`src/rtl/pps_qualifier.sv`:
```
// PPS qualifier: synchronises a raw receiver PPS, measures edge-to-edge intervals in
// AC-derived ticks and only forwards pulses once the interval has been stable.
module pps_qualifier #(
    parameter int unsigned LOCK_CNT = 3,
    parameter int unsigned TOL      = 1,
    parameter int unsigned HOLDOVER = 3
) (
    input  logic       clk,
    input  logic       rst_n,
    input  logic       ac50_sel,
    input  logic       pps_raw,
    output logic       pps_out,
    output logic       locked,
    output logic       pps_err,
    output logic [6:0] interval,
    output logic [1:0] state
);

    localparam int unsigned IW = 7;

    typedef enum logic [1:0] {
        UNLOCK = 2'd0,
        ACQ    = 2'd1,
        LOCK   = 2'd2,
        HOLD   = 2'd3
    } state_t;

    state_t        st_q, st_d;
    logic          s1, s2, ac_q;
    logic [IW-1:0] iv_cnt, iv_d, interval_d;
    logic [2:0]    good_cnt, good_d, miss_cnt, miss_d, miss_inc;
    logic          out_d, err_d, locked_d;
    logic          pps_edge, good, timeout;
    logic [IW-1:0] nom, lo, hi, meas;

    assign pps_edge = s1 & ~s2;
    assign nom      = ac_q ? IW'(50) : IW'(60);
    assign hi       = nom + IW'(TOL);
    assign lo       = nom - IW'(TOL);
    assign meas     = iv_cnt + IW'(1);
    assign good     = (meas >= lo) && (meas <= hi);
    assign timeout  = !pps_edge && (iv_cnt == hi);
    assign miss_inc = miss_cnt + 3'd1;
    assign state    = st_q;

    // State and datapath registers
    always_ff @(posedge clk) begin
        if (!rst_n) begin
            s1       <= 1'b0;
            s2       <= 1'b0;
            ac_q     <= ac50_sel;
            iv_cnt   <= '0;
            good_cnt <= '0;
            miss_cnt <= '0;
            interval <= '0;
            st_q     <= UNLOCK;
            pps_out  <= 1'b0;
            pps_err  <= 1'b0;
            locked   <= 1'b0;
        end else begin
            s1       <= pps_raw;
            s2       <= s1;
            ac_q     <= ac50_sel;
            iv_cnt   <= iv_d;
            good_cnt <= good_d;
            miss_cnt <= miss_d;
            interval <= interval_d;
            st_q     <= st_d;
            pps_out  <= out_d;
            pps_err  <= err_d;
            locked   <= locked_d;
        end
    end

    // Next-state and output decode
    always_comb begin
        st_d       = st_q;
        good_d     = good_cnt;
        miss_d     = miss_cnt;
        out_d      = 1'b0;
        err_d      = 1'b0;
        interval_d = pps_edge ? meas : interval;
        if (pps_edge)
            iv_d = '0;
        else if (iv_cnt == IW'(126))
            iv_d = iv_cnt;
        else
            iv_d = iv_cnt + IW'(1);

        if (ac50_sel != ac_q) begin
            st_d   = UNLOCK;
            good_d = '0;
            miss_d = '0;
        end else begin
            unique case (st_q)
                UNLOCK: begin
                    if (pps_edge) begin
                        st_d   = ACQ;
                        good_d = '0;
                    end
                end
                ACQ: begin
                    if (pps_edge) begin
                        if (good) begin
                            good_d = good_cnt + 3'd1;
                            if (good_cnt + 3'd1 == 3'(LOCK_CNT)) begin
                                st_d   = LOCK;
                                miss_d = '0;
                                out_d  = 1'b1;
                            end
                        end else begin
                            good_d = '0;
                            err_d  = 1'b1;
                        end
                    end else if (timeout) begin
                        st_d  = UNLOCK;
                        err_d = 1'b1;
                    end
                end
                LOCK, HOLD: begin
                    if (pps_edge) begin
                        miss_d = '0;
                        if (good) begin
                            st_d  = LOCK;
                            out_d = 1'b1;
                        end else begin
                            st_d   = ACQ;
                            good_d = '0;
                            err_d  = 1'b1;
                        end
                    end else if (timeout) begin
                        // Re-centre the counter on where the missed edge should have been
                        iv_d   = IW'(TOL + 1);
                        err_d  = 1'b1;
                        miss_d = miss_inc;
                        if (miss_inc >= 3'(HOLDOVER)) begin
                            st_d   = UNLOCK;
                            miss_d = '0;
                        end else begin
                            st_d = HOLD;
                        end
                    end
                end
                default: st_d = UNLOCK;
            endcase
        end

        locked_d = (st_d == LOCK) || (st_d == HOLD);
    end

endmodule
```
`config.mk`:
```
export PLATFORM = sky130hd
export DESIGN_NAME = pps_qualifier
export DESIGN_NICKNAME = d
export VERILOG_FILES = /design/src/rtl/pps_qualifier.sv
export SDC_FILE = /design/constraint.sdc
export NUM_CORES = 1
export LEC_CHECK = 0
export BUFFER_PORTS_ARGS = -buffer_cell sky130_fd_sc_hd__buf_2
export CORE_MARGIN = 8
export CORE_UTILIZATION = 61
export CTS_CLUSTER_SIZE = 24
export DETAILED_ROUTE_END_ITERATION = 7
export PLACE_DENSITY = 0.88
export SETUP_SLACK_MARGIN = 0.1
export SLEW_MARGIN = 5
export SYNTH_ARGS = -nofsm -noshare
export SYNTH_HDL_FRONTEND = slang
export SYNTH_SLANG_ARGS = --single-unit
export TNS_END_PERCENT = 10
```
`constraint.sdc`:
```
create_clock -name clk -period 7.4 [get_ports clk]
set_input_delay 0.74 -clock clk [delete_from_list [all_inputs] [get_ports clk]]
set_output_delay 0.74 -clock clk [all_outputs]
set_load 0.005 [all_outputs]
```
==> results by group <==
Synthesis
  • Post-Syn Area: around 1500 µm²
  • Mux contribution to synthesized area: 0.0200
  • Ys flop type: dfxtp_1
  • #FFs+latches synth: 28
  • Adder-Cell Fraction of Synth Area: 0.0833
  • Share of flip-flops with an asynchronous set or reset: 0
  • EDFF count, synth: 0
  • Area leader, netlist: dfxtp_1
  • Register area share after synthesis: 0.373
  • Avg Inst Size Synth: just under 9 µm²
  • Post-Synth XOR/XNOR Area: 0.0525
  • Warnings, synthesis: 0
  • Compound-Gate Fraction of Synth Area: 0.191
  • Most common cell in the netlist: dfxtp_1
  • Synth area leaders: dfxtp_1 37%, ha_1 8.3%, o211a_1 5.3%, nand2_1 5.2%, a21oi_1 4.3%
  • Post-synthesis cell count: 170
  • Post-synthesis cell type count: 42
  • Share of the synthesized area in the top cell type: 0.373
  • Most common library cells after synthesis: 28 x dfxtp_1, 21 x nand2_1, 13 x a21oi_1, 12 x nor2_1
  • Simple-gate portion of the synthesized area: 0.228
  • Mapped Nets: roughly 180
  • Largest family of logic cells by synthesized area: simple AND/OR/NAND/NOR gates

STA
  • Clock Skews: roughly 0.0019 ns
  • Slew margin rel.: 0.463
  • Max Fclk: roughly 350 MHz
  • Worst-Margin Slew: approximately 0.8 ns
  • Unrepaired setup endpoints after global routing: no
  • Final period utilization: 0.383
  • Min Tclk post-route: approximately 2.8 ns
  • Fin Setup TNS: 0 ns
  • Slew Limit Fails: 0
  • Setup violators final: 0
  • Fin. Hold Viols: 0

Hold path
  • HP Class: reg -> reg
  • Min-Delay Path Depth: 2
  • HP Start: miss_cnt[2]
  • Hold Path Sink: miss_cnt[2]

Flow run
  • Max cap viols: 0

Floorplan
  • # rows: 18
  • Top Ports: 16
  • CORE AREA: roughly 2400 µm²
  • Die footprint: roughly 4300 µm²
  • Starting Density: 0.624
  • Die H: 65.6 µm
  • Die width: between 60 and 70 µm

CTS
  • CTS tree: yes
  • CTS sink cnt: 28
  • Total CTS buffers: 3
  • # H-tree levels: 1
  • Clk Latency, worst-skew pair: 0.33 ns
  • # hold bufs at CTS: 0
  • Worst-path clk slew: around 0.14 ns
  • Post-CTS Setup Repair Bufs: 0
  • Root Driver: clkbuf_4
  • Post-CTS resize count: 0
  • Max clock buf depth: 2

Worst setup path
  • CP Cell Sequence: ha_1, xnor2_1, inv_2, ha_1, a211oi_1, a31oi_1, or3_1, or2_4, a211oi_1
  • CP max stage cell: dfxtp_1
  • Crit end category: flop
  • CP top delay family: simple AND/OR/NAND/NOR gates
  • CP peak stage delay: approximately 0.5 ns
  • Critical Path RT: ~7.7 ns
  • Crit Path Max Fanout: 8
  • WP depth: 9
  • R2r startpoint: iv_cnt[0]
  • CP Class: reg -> reg
  • Crit path DAT: ~3.1 ns
  • R2r endpoint: locked
  • R2R depth: 9
  • Reg2Reg Setup Slack: roughly 4.6 ns
  • Crit start category: flop
  • CP bufs+invs: 1

Power
  • Clock share of power: 0.281
  • Switching share of power: 0.251
  • Int Pwr: a little under 0.2 mW
  • Gate power share: 0.111
  • Sequential share of power: 0.607
  • Pwr Total: ~0.26 mW
  • VDD IR max: approximately 0.16 mV
  • Power Density: around 160 nW/µm²
  • LEAKAGE: 0.731 nW
  • Sw Pwr: between 0.06 and 0.07 mW

Cells and area
  • Area Overhead vs Synth: 7.91%
  • Layout cells sized above 1: 0.143
  • Fin area: 1620 µm²
  • Fill count: 203
  • Nets: 197
  • # diodes: 0

Global route
  • Initial antenna violation count: 0
  • Total gr overflow: 0
  • First-pass GRT wire length: 5640 µm
  • GRT Total Usage: 0.162
  • Vias in the first global route: around 1300
  • Largest net degree at the start of global routing: 23

Place
  • HPWL after detailed placement: around 2400 µm
  • Placed Area: around 1600 µm²
  • Final GP Congestion: 0.845
  • Count of port buffers added during placement: 15

Routing
  • Avg WL per Cell: between 15 and 20 µm
  • Initial DRT Pass Iterations: 4
  • Drt via density: ~6
  • Drt initial violations: 55
  • Detail Route Antenna Nets: 0
  • DRT Wirelength: roughly 3200 µm
  • DR vias: 1280
  • DR DRC count: 0

Run status
  • Outcome: finished clean
==> registers in the layout, indices dropped and copies added, names as in the netlist, 2 cells and up <==
signal    cells
miss_cnt      3
interval      7
state         2
good_cnt      3
iv_cnt        7
==> placed cells by master (no fill, tap or decap), types with 3 or more instances in the layout <==
cell type and n:
inv_1 10, mux2i_1 3, a211oi_1 3, and2_1 3
xnor2_1 5, a21oi_1 13, nand3_1 6, o211a_1 8
nand2_1 21, nand4bb_1 3, nor2_1 12, ha_1 10
clkbuf_4 3, dfxtp_1 28, buf_2 15, xor2_1 4
nor3_1 5
==> kinds of logic after synthesis <==
group	after synthesis
buf+inv	19
mux	3
flops	28
xor+xnor	9
fa+ha+maj	10
simple gates	64
compound gates	37
==> how the worst max path moves through the flow <==
stage                    from      end  slack [ns]
floorplan           iv_cnt[0]  pps_out        4.94
global placement    iv_cnt[0]  pps_out        4.88
detailed placement  iv_cnt[0]   locked        4.62
CTS                 iv_cnt[0]   locked        4.58
global route        iv_cnt[0]   locked        4.40
finish              iv_cnt[0]   locked        4.57
==> metal layers <==
layer	vias to the layer above	track usage	share of wire
met5	-	0	0
met2	45	0.262	0.47
met4	0	0.0599	0.016
met1	605	0.198	0.45
met3	7	0.0476	0.061
li1	623	-	-
==> power groups by stage <==
stage / Combinational [mW] / Sequential, mW / Clock (mW)
final: 0.0295 / 0.161 / 0.0745
after global routing: 0.0330 / 0.162 / 0.0837
after CTS: 0.0296 / 0.161 / 0.0764
after detailed placement: 0.0294 / 0.164 / 0
after global placement: 0.0282 / 0.164 / 0
after floorplan: 0.0211 / 0.163 / 0
==> through the flow <==
stage,hold WS (ns),util,setup slack [ns],instances
finish,0.464,0.673,4.57,212
floorplan,0.421,-,4.94,170
detailed placement,0.454,0.658,4.62,208
global route,0.490,0.673,4.40,212
CTS,0.474,0.673,4.58,212
global placement,0.431,0.658,4.88,208
==> final cells by class <==
cell class	count	area, µm²	area share
Multi-Input combinational cell	123	863	0.532
Sequential cell	28	561	0.346
Timing Repair Buffer	16	82.6	0.0509
Inverter	11	41.3	0.0255
Tap cell	30	37.5	0.0231
Clock buffer	4	36.3	0.0224
==> worst min-delay path, cell delays in order, from the launching register on <==
cell,delay (ns)
dfxtp_1,0.35
nand2_1,0.06
nor2_1,0.03
Power figures use the tool's default switching activity.
